## src/rtl/stopwatch_pkg.sv

```systemverilog
// Shared definitions for the stopwatch sequencer: state encodings,
// control-word bit positions and per-state control-word constants.
package stopwatch_pkg;

   typedef enum logic [2:0] {
      StClear   = 3'd0,
      StIdle    = 3'd1,
      StRun     = 3'd2,
      StLapCap  = 3'd3,
      StLapShow = 3'd4,
      StStop    = 3'd5
   } state_e;

   localparam int unsigned CW_CNT_EN   = 0;
   localparam int unsigned CW_CNT_CLR  = 1;
   localparam int unsigned CW_LAP_LD   = 2;
   localparam int unsigned CW_LAP_CLR  = 3;
   localparam int unsigned CW_DISP_SEL = 4;
   localparam int unsigned CW_RUN_LED  = 5;

   // cnt_en is never part of these; it is added from tenth while running.
   localparam logic [5:0] CLEAR_CW   = 6'b001010;
   localparam logic [5:0] IDLE_CW    = 6'b000000;
   localparam logic [5:0] RUN_CW     = 6'b100000;
   localparam logic [5:0] LAPCAP_CW  = 6'b100100;
   localparam logic [5:0] LAPSHOW_CW = 6'b110000;
   localparam logic [5:0] STOP_CW    = 6'b000000;

endpackage

```

## src/rtl/press_detect.sv

```systemverilog
// Rising-edge detector for a debounced, synchronized button level.
// Ports:
//   i_clk   - system clock
//   i_reset - synchronous active-high reset; loads prev=1 so a button held
//             through reset only fires after release and re-press
//   i_btn   - button level
//   o_press - one-cycle pulse when i_btn is high and was low last cycle
module press_detect (
   input  logic i_clk,
   input  logic i_reset,
   input  logic i_btn,
   output logic o_press
);

   logic r_prev;

   always_ff @(posedge i_clk) begin
      if (i_reset) begin
         r_prev <= 1'b1;
      end else begin
         r_prev <= i_btn;
      end
   end

   assign o_press = i_btn & ~r_prev;

endmodule

```

## src/rtl/stopwatch_sequencer.sv

```systemverilog
// Stopwatch sequencer: converts start/stop and lap/clear button presses plus
// the tenth-second tick into the datapath control word, with a timed lap hold.
// Ports:
//   clk     - system clock
//   reset   - synchronous active-high reset
//   btn_ss  - start/stop button level
//   btn_lap - lap/clear button level
//   tenth   - one-clock pulse every 0.1 s
//   cw      - [0]cnt_en [1]cnt_clr [2]lap_ld [3]lap_clr [4]disp_sel [5]run_led
//   state_o - current state encoding
module stopwatch_sequencer
   import stopwatch_pkg::*;
#(
   parameter int unsigned HOLD_TICKS = 20
) (
   input  logic       clk,
   input  logic       reset,
   input  logic       btn_ss,
   input  logic       btn_lap,
   input  logic       tenth,
   output logic [5:0] cw,
   output logic [2:0] state_o
);

   localparam int unsigned HW = $clog2(HOLD_TICKS + 1);

   state_e          r_state;
   state_e          w_state_d;
   logic [HW-1:0]   r_hold;
   logic [HW-1:0]   w_hold_d;
   logic            w_ss;
   logic            w_lp;
   logic            w_running;
   logic [5:0]      w_cw_base;

   press_detect u_pd_ss (
      .i_clk   (clk),
      .i_reset (reset),
      .i_btn   (btn_ss),
      .o_press (w_ss)
   );

   press_detect u_pd_lap (
      .i_clk   (clk),
      .i_reset (reset),
      .i_btn   (btn_lap),
      .o_press (w_lp)
   );

   always_ff @(posedge clk) begin
      if (reset) begin
         r_state <= StClear;
         r_hold  <= '0;
      end else begin
         r_state <= w_state_d;
         r_hold  <= w_hold_d;
      end
   end

   // Start/stop has priority over lap everywhere; a press beats hold expiry.
   always_comb begin
      w_state_d = StClear;
      unique case (r_state)
         StClear:  w_state_d = StIdle;
         StIdle:   w_state_d = w_ss ? StRun : StIdle;
         StRun: begin
            if (w_ss)      w_state_d = StStop;
            else if (w_lp) w_state_d = StLapCap;
            else           w_state_d = StRun;
         end
         StLapCap: w_state_d = w_ss ? StStop : StLapShow;
         StLapShow: begin
            if (w_ss)                            w_state_d = StStop;
            else if (w_lp)                       w_state_d = StLapCap;
            else if (tenth && r_hold == HW'(1))  w_state_d = StRun;
            else                                 w_state_d = StLapShow;
         end
         StStop: begin
            if (w_ss)      w_state_d = StRun;
            else if (w_lp) w_state_d = StClear;
            else           w_state_d = StStop;
         end
         default:  w_state_d = StClear;
      endcase
   end

   // Hold counter saturates at zero; its value only matters in StLapShow.
   always_comb begin
      w_hold_d = r_hold;
      if (r_state == StLapCap) begin
         w_hold_d = HW'(HOLD_TICKS);
      end else if (r_state == StLapShow && tenth && r_hold != '0) begin
         w_hold_d = r_hold - HW'(1);
      end
   end

   always_comb begin
      w_cw_base = CLEAR_CW;
      w_running = 1'b0;
      unique case (r_state)
         StClear:   w_cw_base = CLEAR_CW;
         StIdle:    w_cw_base = IDLE_CW;
         StRun: begin
            w_cw_base = RUN_CW;
            w_running = 1'b1;
         end
         StLapCap: begin
            w_cw_base = LAPCAP_CW;
            w_running = 1'b1;
         end
         StLapShow: begin
            w_cw_base = LAPSHOW_CW;
            w_running = 1'b1;
         end
         StStop:    w_cw_base = STOP_CW;
         default:   w_cw_base = CLEAR_CW;
      endcase
   end

   // cnt_en is the only Mealy bit: ticks count in every running state.
   always_comb begin
      cw            = w_cw_base;
      cw[CW_CNT_EN] = tenth & w_running;
   end

   assign state_o = r_state;

endmodule

```

## config.mk

```make
export PLATFORM = sky130hd
export DESIGN_NAME = stopwatch_sequencer
export DESIGN_NICKNAME = d
export VERILOG_FILES = /design/src/rtl/stopwatch_pkg.sv /design/src/rtl/press_detect.sv /design/src/rtl/stopwatch_sequencer.sv
export SDC_FILE = /design/constraint.sdc
export NUM_CORES = 1
export LEC_CHECK = 0
export BUFFER_PORTS_ARGS = -buffer_cell sky130_fd_sc_hd__clkbuf_2
export CAP_MARGIN = 10
export CORE_MARGIN = 4
export CORE_UTILIZATION = 30
export CTS_CLUSTER_DIAMETER = 120
export CTS_CLUSTER_SIZE = 20
export DETAILED_ROUTE_END_ITERATION = 16
export PLACE_DENSITY_LB_ADDON = 0.1
export SLEW_MARGIN = 0
export SYNTH_ARGS = -nofsm -noshare
export SYNTH_HDL_FRONTEND = slang
export SYNTH_HIERARCHICAL = 1
export SYNTH_SLANG_ARGS = --single-unit
export TNS_END_PERCENT = 50
```

## constraint.sdc

```tcl
create_clock -name clk -period 1.6 [get_ports clk]
set_input_delay 0.08 -clock clk [delete_from_list [all_inputs] [get_ports clk]]
set_output_delay 0.08 -clock clk [all_outputs]
set_load 0.005 [all_outputs]
```

Word-level counts from Yosys, hierarchy flattened
Cells that the tools add are included.

Multiplexer cells: 14. Add/subtract/negate cells: 1. Bitwise logic cells: 5. Reduce and logical (&&, ||, !) cells: 9. Eq/ne operators: 6.

Operator list (count): $pmux W6 S4 (1); $mux W3 (6); $pmux W3 S6 (1); $mux W5 (2); $eq A3 B2 Y1 const B (2); $eq A3 B3 Y1 const B (2); $eq A5 B1 Y1 const B (1); $reduce_bool A5 Y1 (1); $sub A5 B1 Y5 const B (1); $reduce_or A2 Y1 (2); $and A1 B1 Y1 (3); $eq A3 B1 Y1 const B (1); $logic_and A1 B1 Y1 (3); $logic_not A3 Y1 (1); $mux W1 (3); $reduce_or A3 Y1 (1); $mux W2 (1); $not A1 Y1 (2); $reduce_bool A2 Y1 (1).

Output and inout bits: 9. Logic and storage cells: 40. Register bits: 10.

Logic depth before layout (Yosys ltp)
Gate-level depths: netlist of run 1.

Depth in word-level cells: 6. Gate-level depth with buffers: 5. Gate-level depth less buffers: 5.

By module
Netlist of run 1, hierarchy kept.

Modules (own cells, without submodules): stopwatch_sequencer (seq. area each 160.2 um2, times used 1, area an instance 570.5 um2, cells each 68); press_detect (seq. area each 20.0 um2, times used 2, area an instance 32.5 um2, cells each 3).

Worst setup path after synthesis of run 1
OpenSTA, ideal clock, no wires.

Path type: reg2reg. Start: register r_hold[0]. End: register r_hold[4]. Slack: 0.122 ns. Cell stages (with the launch flop): 6. Data arrival time: 1.404 ns. Period minus slack after synthesis: 1.478 ns. Path buffers: 0. Cell sequence: dfxtp_1 -> inv_1 -> ha_1 -> or3b_1 -> or4_1 -> a31oi_1.

Word-level cells in the longest chain between the ends: 3.

Ends and longest elaborated chain: start: declaration (line stopwatch_sequencer.sv:29) `logic [HW-1:0] r_hold;`; start signal: assignment (line stopwatch_sequencer.sv:56) `r_hold <= w_hold_d;`; $sub A5 B1 Y5 or $reduce_bool A5 Y1 (tied branches) (line stopwatch_sequencer.sv:93, stopwatch_sequencer.sv:92); $mux W5 or $logic_and A1 B1 Y1 (tied branches) (line stopwatch_sequencer.sv:92) `end else if (r_state == StLapShow && tenth && r_hold != '0) begin`; $mux W5 or $reduce_bool A2 Y1 (tied branches).

Several ways; a longest one is shown, not always the timed one. The select of a mux whose other input is x is not followed. A chain may end at the register's enable or synchronous reset.

Final worst setup path of run 1
Same ends and word-level chain as after synthesis.

==> reports/summary.txt, run 1 <==
Tcrit/Tclk final: 0.943
Max-slew headroom: 0.768
IO Port Bufs: 13
Area of the multi-input gates: 404 um2
Crit-path leading delay family: simple AND/OR/NAND/NOR gates
CTS Buffer Depth: 2
Synthesis Warnings: 6
Die height: 54.0 um
Core Region: 0.00198 mm2
Leak pwr: 0.339 nW
Critical Path Fanout Max: 2
Routability cong.: 0.709
Max-cap violations: 0
First-pass DRT Iterations: 4
Dpl hpwl: 1.07 mm
First-pass GRT wire length: 2.39 mm
Max frequency: 663 MHz
Fin Hold WS: 0.0114 ns
Routed Antenna Nets: 0
Gr usage total: 0.114
CTS tree: yes
# DRC: 0
Vias in the first global route: 515
Max VDD drop: 0.501 mV
Clock Skew: 0.00876 ns
DIE AREA: 0.00292 mm2
Row count: 16
Clk sink count: 10
Layout cells sized above 1: 0.315
H-tree depth: 1
Antenna diodes: 0
# fillers: 209
CP max-delay cell: or4_1
Final Util: 0.401
Setup_tns: 0 ns
Nets: 102
IO Pins: 14
Register area: 201 um2
Actual slew at the worst max-slew pin: 0.347 ns
Post-layout minimum cycle time: 1.51 ns
PD cells: 632 mW/mm2
Worst Reg-to-Reg Cells: 5
Crit path largest cell delay: 0.40 ns
Placed cells: 116
Final Setup Violations: 0
Status: finished clean
Via density per instance: 5.01
Wire length per cell: 11.8 um
Register area share after synthesis: 0.315
CP startpoint kind: register
Initial Utilization: 0.321
Synth Register Bits: 10
Total Wirelength: 1.40 mm
Crit path cell chain: inv_2 > ha_4 > or3b_4 > or4_1 > a31oi_1
CP Buf/Inv Count: 1
Finished Layout Cells: 119
Mean Syn Cell Area: 8.59 um2
Initial antenna violation count: 0
Via count: 596
Netlist cell types: 36
Cells after Synth: 74
Syn nets: 82
Largest net degree at the start of global routing: 15
R2r setup slk: 0.09 ns
Fin. Hold Viols: 0
Final Total Pwr: 502 uW
Clk_lat worst skew: 0.26 ns
Worst-path clk slew: 0.07 ns
Area Growth Syn to Fin: 25.0%
Crit path capture type: register
CTS root buf: clkbuf_4
Initial DRC Count: 7
Cell count along the critical path: 5
Critical path start-end classification: reg2reg
Grt total ovfl: 0
Worst path required time: 1.80 ns
Final Max Tran Viols: 0
Hold crit path type: in2reg
Die width: 54.0 um
Hold Path Depth: 2
WP data arrival: 1.71 ns
CTS Buf Count: 3
Area of the mapped netlist: 636 um2
[report_power, final]
| part | internal, mW | switching [mW] | leakage [nW] |
|---|---|---|---|
| Sequential | 0.256 | 0.00356 | 0.0821 |
| Clock | 0.0867 | 0.0831 | 0.0138 |
| Combinational | 0.0363 | 0.0363 | 0.243 |
| Total | 0.379 | 0.123 | 0.339 |
[registers in the layout (all words and copies together) (netlist names)]
register         cells
r_hold               5
state_o              3
u_pd_lap/r_prev      1
u_pd_ss/r_prev       1
[cells in the mapped netlist (all sizes together)]
library cell	n	share of area
dfxtp	10	0.31
a21oi	5	0.039
inv	4	0.024
nand2b	4	0.039
nor2	4	0.024
nor2b	4	0.039
o21ai	4	0.031
buf	3	0.037
ha	3	0.059
or3	3	0.030
or4	3	0.035
a21o	2	0.024
a31oi	2	0.020
clkbuf	2	0.012
nor3	2	0.016
or2	2	0.020
a221oi	1	0.014
a22o	1	0.014
a2bb2oi	1	0.014
a41oi	1	0.014
and2	1	0.0098
nand2	1	0.0059
nand3b	1	0.012
nand4bb	1	0.018
nor3b	1	0.012
nor4b	1	0.024
o21a	1	0.012
o2bb2ai	1	0.014
o31ai	1	0.012
o41a	1	0.018
o41ai	1	0.014
or3b	1	0.014
or4bb	1	0.018
[cell families after synthesis]
group,share of synthesized area
adder cells (fa/ha/maj),0.0591
AO/OA/AOI/OAI,0.238
buffers and inverters,0.0728
AND/OR/NAND/NOR,0.315
flip-flops,0.315
[layout make-up]
cell class,instances,share of cell area
sequential,10,0.254
multi-input combinational,55,0.509
clock buffer,3,0.0283
timing repair buffer,20,0.148
inverter,4,0.0189
tap,27,0.0425
[metal layers]
metal	global-route usage	wire, um
met1	0.153	687
met3	0.0499	77
met4	0.0373	13
met2	0.161	623
met5	0	0
[per-stage QoR]
stage / cell area (um2) / setup slack (ns)
6_report: 795 / 0.0906
5_1_grt: 795 / -0.00155
4_1_cts: 778 / 0.0495
3_5_place_dp: 756 / 0.0597
3_3_place_gp: 756 / 0.104
2_1_floorplan: 636 / 0.122
[final timing paths]
check | end | startpoint
worst max-delay path | r_hold[4]$_SDFFE_PP0P_ | r_hold[0]$_SDFFE_PP0P_
worst min-delay path | u_pd_ss/r_prev$_SDFF_PP1_ | btn_ss
worst max register to register | r_hold[4]$_SDFFE_PP0P_ | r_hold[0]$_SDFFE_PP0P_
worst min register to register | r_hold[1]$_SDFFE_PP0P_ | r_hold[1]$_SDFFE_PP0P_
[cells in the final DEF, fill, tap and decap left out, drive strengths merged, types with 2 or more instances in the layout]
cell	synthesis	final
a31oi	2	2
dfxtp	10	10
o21ai	4	4
nor2	4	4
or3	3	3
nor2b	4	4
nand2b	4	4
nor3	2	2
or2	2	2
a21oi	5	5
clkbuf	2	16
buf	3	7
a21o	2	2
or4	3	3
ha	3	3
inv	4	4
[what timing repair did]
item | CTS | global route
setup endpoints to repair | 0 | 1
gates resized for setup | 0 | 6
endpoints found under the hold margin | 0 | 0
setup buffers | 0 | 0
hold buffers | 0 | 0
(Power assumes the default switching activity.)
==> run 2, diff against run 1 <==
clock period = 1.45 ns   (was 1.6 ns; I/O delays follow)
==> run 2 against run 1 <==
  * The flow now finishes with violations (negative setup slack)
  * Highest routed layer unchanged
  * Die area unchanged
  * Largest cell class unchanged
  * First-iteration DRC count grew 86%
  * Cell count up 4.2%
  * Sequential cell count did not move
  * Register-to-register slack worse by 0.12 ns
==> reports/summary.txt, run 2 (synthesis gave the netlist of run 1 again) <==
Clk_lat worst skew: 0.27 ns
Nets: 106
CTS Buf Count: 3
Die height: 54.0 um
Max-slew headroom: 0.787
Reg2reg end: r_hold[4]$_SDFFE_PP0P_
Status: finished, violations left
Routability cong.: 0.678
WHS Endpoint: r_hold[4]$_SDFFE_PP0P_
Worst path required time: 1.65 ns
Worst Reg-to-Reg Cells: 5
R2r setup slk: -0.03 ns
First-pass DRT Iterations: 3
Crit path capture type: register
Finished Layout Cells: 124
Hold crit path type: in2reg
Max-cap violations: 0
Register area: 203 um2
Most frequent cells in the layout: clkbuf_2, buf_4, dfxtp_1
Routed Antenna Nets: 0
Clk sink count: 10
Post-layout minimum cycle time: 1.48 ns
WP data arrival: 1.67 ns
Hold Path Depth: 2
Clock Skew: 0.00521 ns
Met2 Usage GRT: 0.194
HP Start: reset
GR Util met3: 0.0582
Placed cells: 118
Antenna diodes: 0
CP startpoint kind: register
Fin. Hold Viols: 0
Max reg flops: 5
Worst-path clk slew: 0.07 ns
Die width: 54.0 um
P_sw: 151 uW
Tcrit/Tclk final: 1.02
Initial DRC Count: 13
Largest net degree at the start of global routing: 15
CTS Buffer Depth: 2
FF-to-FF Start: r_hold[0]$_SDFFE_PP0P_
Sequential power share: 0.453
Setup_tns: -0.0541 ns
Initial antenna violation count: 0
# DRC: 0
GRT busiest layer: met2
Final Setup Violations: 2
Final Util: 0.457
Vias in the first global route: 574
Via density per instance: 4.98
Leak pwr: 0.395 nW
Largest register by flop count: r_hold
Row count: 16
Max VDD drop: 0.353 mV
CTS tree: yes
First-pass GRT wire length: 2.68 mm
Final Max Tran Viols: 0
Dpl hpwl: 1.07 mm
Area Growth Syn to Fin: 42.5%
Unrepaired setup endpoints after global routing: yes
DIE AREA: 0.00292 mm2
IO Port Bufs: 13
Wire length per cell: 12.7 um
Final setup margin: -0.0296 ns
Sw frac: 0.239
Via count: 617
PD cells: 699 mW/mm2
GRT met1 Usage: 0.158
Combinational power share: 0.145
IO Pins: 14
Total Wirelength: 1.58 mm
# fillers: 202
Max frequency: 676 MHz
Initial Utilization: 0.321
Critical path start-end classification: reg2reg
Gr usage total: 0.128
Core Region: 0.00198 mm2
Grt total ovfl: 0
Clock power frac: 0.402
H-tree depth: 1
Area of the multi-input gates: 460 um2
Critical Path Fanout Max: 2
Commonest non-fill, non-tap cell in the layout: clkbuf_2
Layout cells sized above 1: 0.423
Power Internal: 482 uW
CTS root buf: clkbuf_4
Actual slew at the worst max-slew pin: 0.319 ns
Failing checks: negative setup slack
run 2: cell types whose count changed in the layout (fill, tap and decap cells not counted), moves of 2 or more:
| cell | before | now |
|---|---|---|
| a21oi_1 | 5 | 3 |
| a21oi_2 | 0 | 2 |
| buf_4 | 7 | 9 |
| dlygate4sd3_1 | 0 | 2 |
| inv_2 | 2 | 0 |
| inv_4 | 0 | 2 |
| nand2b_1 | 4 | 2 |
| nand2b_4 | 0 | 2 |
run 2: cell type report:
class                      count  area share
clock buffer                   4      0.0401
multi-input combinational     55       0.508
timing repair buffer          24       0.169
sequential                    10       0.224
tap                           27      0.0373
inverter                       4      0.0221
run 2: per-layer routing:
| metal | wire length (um) | vias up |
|---|---|---|
| met3 | 73 | 2 |
| met4 | 18 | 0 |
| met1 | 714 | 285 |
| li1 | - | 321 |
| met2 | 774 | 9 |
| met5 | 0 | - |
run 2: how the worst max path moves through the flow:
stage | from | end | depth (start not counted)
after floorplan | r_hold[0]$_SDFFE_PP0P_ | r_hold[4]$_SDFFE_PP0P_ | 5
after global placement | r_hold[1]$_SDFFE_PP0P_ | r_hold[4]$_SDFFE_PP0P_ | 5
after detailed placement | r_hold[1]$_SDFFE_PP0P_ | r_hold[4]$_SDFFE_PP0P_ | 5
after CTS | r_hold[0]$_SDFFE_PP0P_ | r_hold[4]$_SDFFE_PP0P_ | 5
after global routing | r_hold[1]$_SDFFE_PP0P_ | r_hold[4]$_SDFFE_PP0P_ | 5
final | r_hold[0]$_SDFFE_PP0P_ | r_hold[4]$_SDFFE_PP0P_ | 5
run 2: power groups by stage:
stage	registers, mW	clock network [mW]	logic, mW
final	0.287	0.255	0.0915
after global routing	0.288	0.289	0.103
after CTS	0.286	0.261	0.0863
after detailed placement	0.293	0	0.0806
after global placement	0.293	0	0.0801
after floorplan	0.294	0	0.0528
run 2: timing repair:
item                                   in CTS  in global routing
setup buffers                               0                  0
hold buffers                                2                  0
gates resized for setup                     8                 12
setup endpoints to repair                   3                  7
endpoints found under the hold margin       2                  0
pin swaps                                   1                  4
run 2: critical path: stages, from the launching register on:
cell and delay (ns):
dfxtp_2 0.34, inv_4 0.07, ha_4 0.13, or3b_1 0.34
or4_1 0.40, a31oi_1 0.13
run 2: stage by stage:
| step | setup WS, ns | hold slack, ns | instance area, um2 | power, mW |
|---|---|---|---|---|
| finish | -0.0296 | 0.131 | 906 | 0.633 |
| CTS | -0.0559 | 0.127 | 848 | 0.634 |
| floorplan | 0.00254 | 0.170 | 636 | 0.347 |
| global placement | -0.0115 | 0.266 | 771 | 0.373 |
| detailed placement | -0.0439 | 0.271 | 771 | 0.373 |
| global route | -0.111 | 0.144 | 906 | 0.680 |
==> run 3, diff against run 2 <==
ABC_AREA = 1   (was default)
CAP_MARGIN = default   (was 10)
==> run 3 against run 2 <==
  * Sequential share of layout area increased by 1.8 points
  * Clock skew decreased by 0.0037 ns
  * The flow now finishes without violations
  * Highest routed layer unchanged
  * Area after synthesis rose by 8.5%
  * Final area shrank 8.6%
  * Critical endpoint is now cw[2]
  * Total power grew 3.2%
==> reports/summary.txt, run 3 <==
Area contributors post-synth: dfxtp_1, nand2_1, inv_1, ha_1, nand3_1
Commonest non-fill, non-tap cell in the layout: nand2_1
Initial DRC Count: 5
WP data arrival: 1.25 ns
HP Start: btn_lap
Commonest cells in the netlist: nand2_1, inv_1, dfxtp_1
Cells after Synth: 100
Max VDD drop: 0.216 mV
Die height: 55.9 um
# DRC: 0
Register area share after synthesis: 0.290
Max reg flops: 5
Most used DFF post-synth: dfxtp_1
Critical Path Fanout Max: 6
First-pass DRT Iterations: 4
Area of the mapped netlist: 689 um2
Unrepaired setup endpoints after global routing: no
Worst Reg-to-Reg Cells: 7
Antenna diodes: 0
Wire length per cell: 9.99 um
Vias in the first global route: 573
Actual slew at the worst max-slew pin: 0.231 ns
Routability cong.: 0.779
Simple-gate share of the synthesized area: 0.379
Leak pwr: 0.427 nW
Row count: 17
Post-layout minimum cycle time: 1.32 ns
Mux contribution to synthesized area: 0
First-pass GRT wire length: 2.38 mm
Most frequent cells in the layout: nand2_1, inv_1, clkbuf_2
Total Wirelength: 1.45 mm
IO Pins: 14
Reg2reg end: r_hold[1]$_SDFFE_PP0P_
Layout cells sized above 1: 0.291
Largest net degree at the start of global routing: 8
IO Port Bufs: 13
R2r setup slk: 0.18 ns
Dpl hpwl: 1.17 mm
Final Max Tran Viols: 0
Clk sink count: 10
Area Growth Syn to Fin: 20.1%
Netlist cell types: 23
EDFF count, synth: 0
Hold crit path type: in2reg
Crit path capture type: output pin
Grt total ovfl: 0
Status: finished clean
Synthesis Warnings: 6
FF-to-FF Start: r_hold[0]$_SDFFE_PP0P_
Hold Path Depth: 3
Nets: 126
Combinational family with the most area after synthesis: simple AND/OR/NAND/NOR gates
Max frequency: 758 MHz
CTS Buffer Depth: 2
Max-cap violations: 0
Final Setup Violations: 0
Fin. Hold Viols: 0
CTS tree: yes
Initial Utilization: 0.315
Critical path start-end classification: reg2out
Worst path required time: 1.38 ns
Max-slew headroom: 0.846
CP startpoint kind: register
Xor/xnor cell area share of the yosys netlist: 0.0254
Via count: 643
H-tree depth: 1
Mean Syn Cell Area: 6.89 um2
Die width: 55.9 um
Synth Register Bits: 10
WHS Endpoint: u_pd_lap/r_prev$_SDFF_PP1_
Setup_tns: 0 ns
Syn nets: 108
Most common cell in the netlist: nand2_1
CTS root buf: clkbuf_4
Worst-path clk slew: 0.07 ns
Initial antenna violation count: 0
Core Region: 0.00219 mm2
Finished Layout Cells: 145
DIE AREA: 0.00313 mm2
Post-Synth Adder-Cell Area: 0.0544
Yosys top cell by area: dfxtp_1
Placed cells: 140
PD cells: 789 mW/mm2
Tcrit/Tclk final: 0.910
Clock Skew: 0.00147 ns
Final Total Pwr: 654 uW
CTS Buf Count: 3
Post-CTS Resized: 0
Clk_lat worst skew: 0.26 ns
Post-synth top area share: 0.290
Routed Antenna Nets: 0
Gr usage total: 0.0960
Fraction of registers with async set/reset: 0
Largest register by flop count: r_hold
Synth Area in Compound Gates: 0.120
Via density per instance: 4.43
run 3: cell types whose count changed after synthesis, moves of 3 or more:
cell / previous run / this run
nor2_4: 0 / 3
nor2_2: 0 / 4
or4_1: 3 / 0
inv_1: 4 / 20
nand2_1: 1 / 25
nand2b_1: 4 / 0
nor2b_1: 4 / 0
nand3_1: 0 / 7
or3_1: 3 / 0
run 3: how the worst max path moves through the flow:
stage	cells past startpoint	to	startpoint
final	5	cw[2]	state_o[1]$_SDFF_PP0_
after global routing	5	cw[2]	state_o[1]$_SDFF_PP0_
after CTS	5	cw[2]	state_o[1]$_SDFF_PP0_
after detailed placement	7	r_hold[1]$_SDFFE_PP0P_	r_hold[0]$_SDFFE_PP0P_
after global placement	7	r_hold[1]$_SDFFE_PP0P_	r_hold[0]$_SDFFE_PP0P_
after floorplan	7	r_hold[1]$_SDFFE_PP0P_	r_hold[0]$_SDFFE_PP0P_
run 3: per-stage QoR:
| step | setup WS, ns | util | hold slack, ns | cell area [um2] |
|---|---|---|---|---|
| 6_report | 0.130 | 0.378 | 0.00366 | 828 |
| 5_1_grt | 0.0250 | 0.378 | 0.00786 | 828 |
| 4_1_cts | 0.105 | 0.378 | 0.0000892 | 828 |
| 3_5_place_dp | 0.195 | 0.357 | 0.275 | 782 |
| 3_3_place_gp | 0.189 | 0.357 | 0.269 | 782 |
| 2_1_floorplan | 0.285 | - | 0.142 | 689 |
run 3: area by class of cell:
type | instances | area, um2
Fill cell | 238 | 1360
Sequential cell | 10 | 200
Multi-Input combinational cell | 67 | 399
Tap cell | 28 | 35.0
Clock buffer | 4 | 36.3
Timing Repair Buffer | 14 | 75.1
Inverter | 22 | 82.6
run 3: cells by family (layout without fill, tap and decap cells):
family          Yosys count  count (layout)
buf+inv                  23              40
simple gates             49              49
xor+xnor                  2               2
compound gates           13              13
flops                    10              10
fa+ha+maj                 3               3
run 3: where the power goes:
group / leakage (nW) / switching, mW / internal [mW] / total (mW)
Combinational: 0.324 / 0.0580 / 0.0403 / 0.0983
Clock: 0.0210 / 0.108 / 0.152 / 0.260
Sequential: 0.0817 / 0.0108 / 0.284 / 0.295
Total: 0.427 / 0.177 / 0.477 / 0.654
run 3: critical path: stages (launching register included):
cell      delay, ns
dfxtp_1        0.37
inv_1          0.09
nor2_2         0.13
nand2_1        0.18
inv_1          0.09
clkbuf_2       0.11
run 3: layer usage:
metal,vias up,GRT usage,wire length (um),share of wire
li1,338,-,-,-
met1,293,0.104,630,0.44
met2,10,0.162,708,0.49
met3,2,0.0348,86,0.059
met4,0,0.0508,23,0.016
met5,-,0,0,0
run 3: timing repair:
| item | 4_1_cts | 5_1_grt |
|---|---|---|
| hold endpoints to repair | 1 | 0 |
| hold buffers | 1 | 0 |
| setup buffers | 0 | 0 |
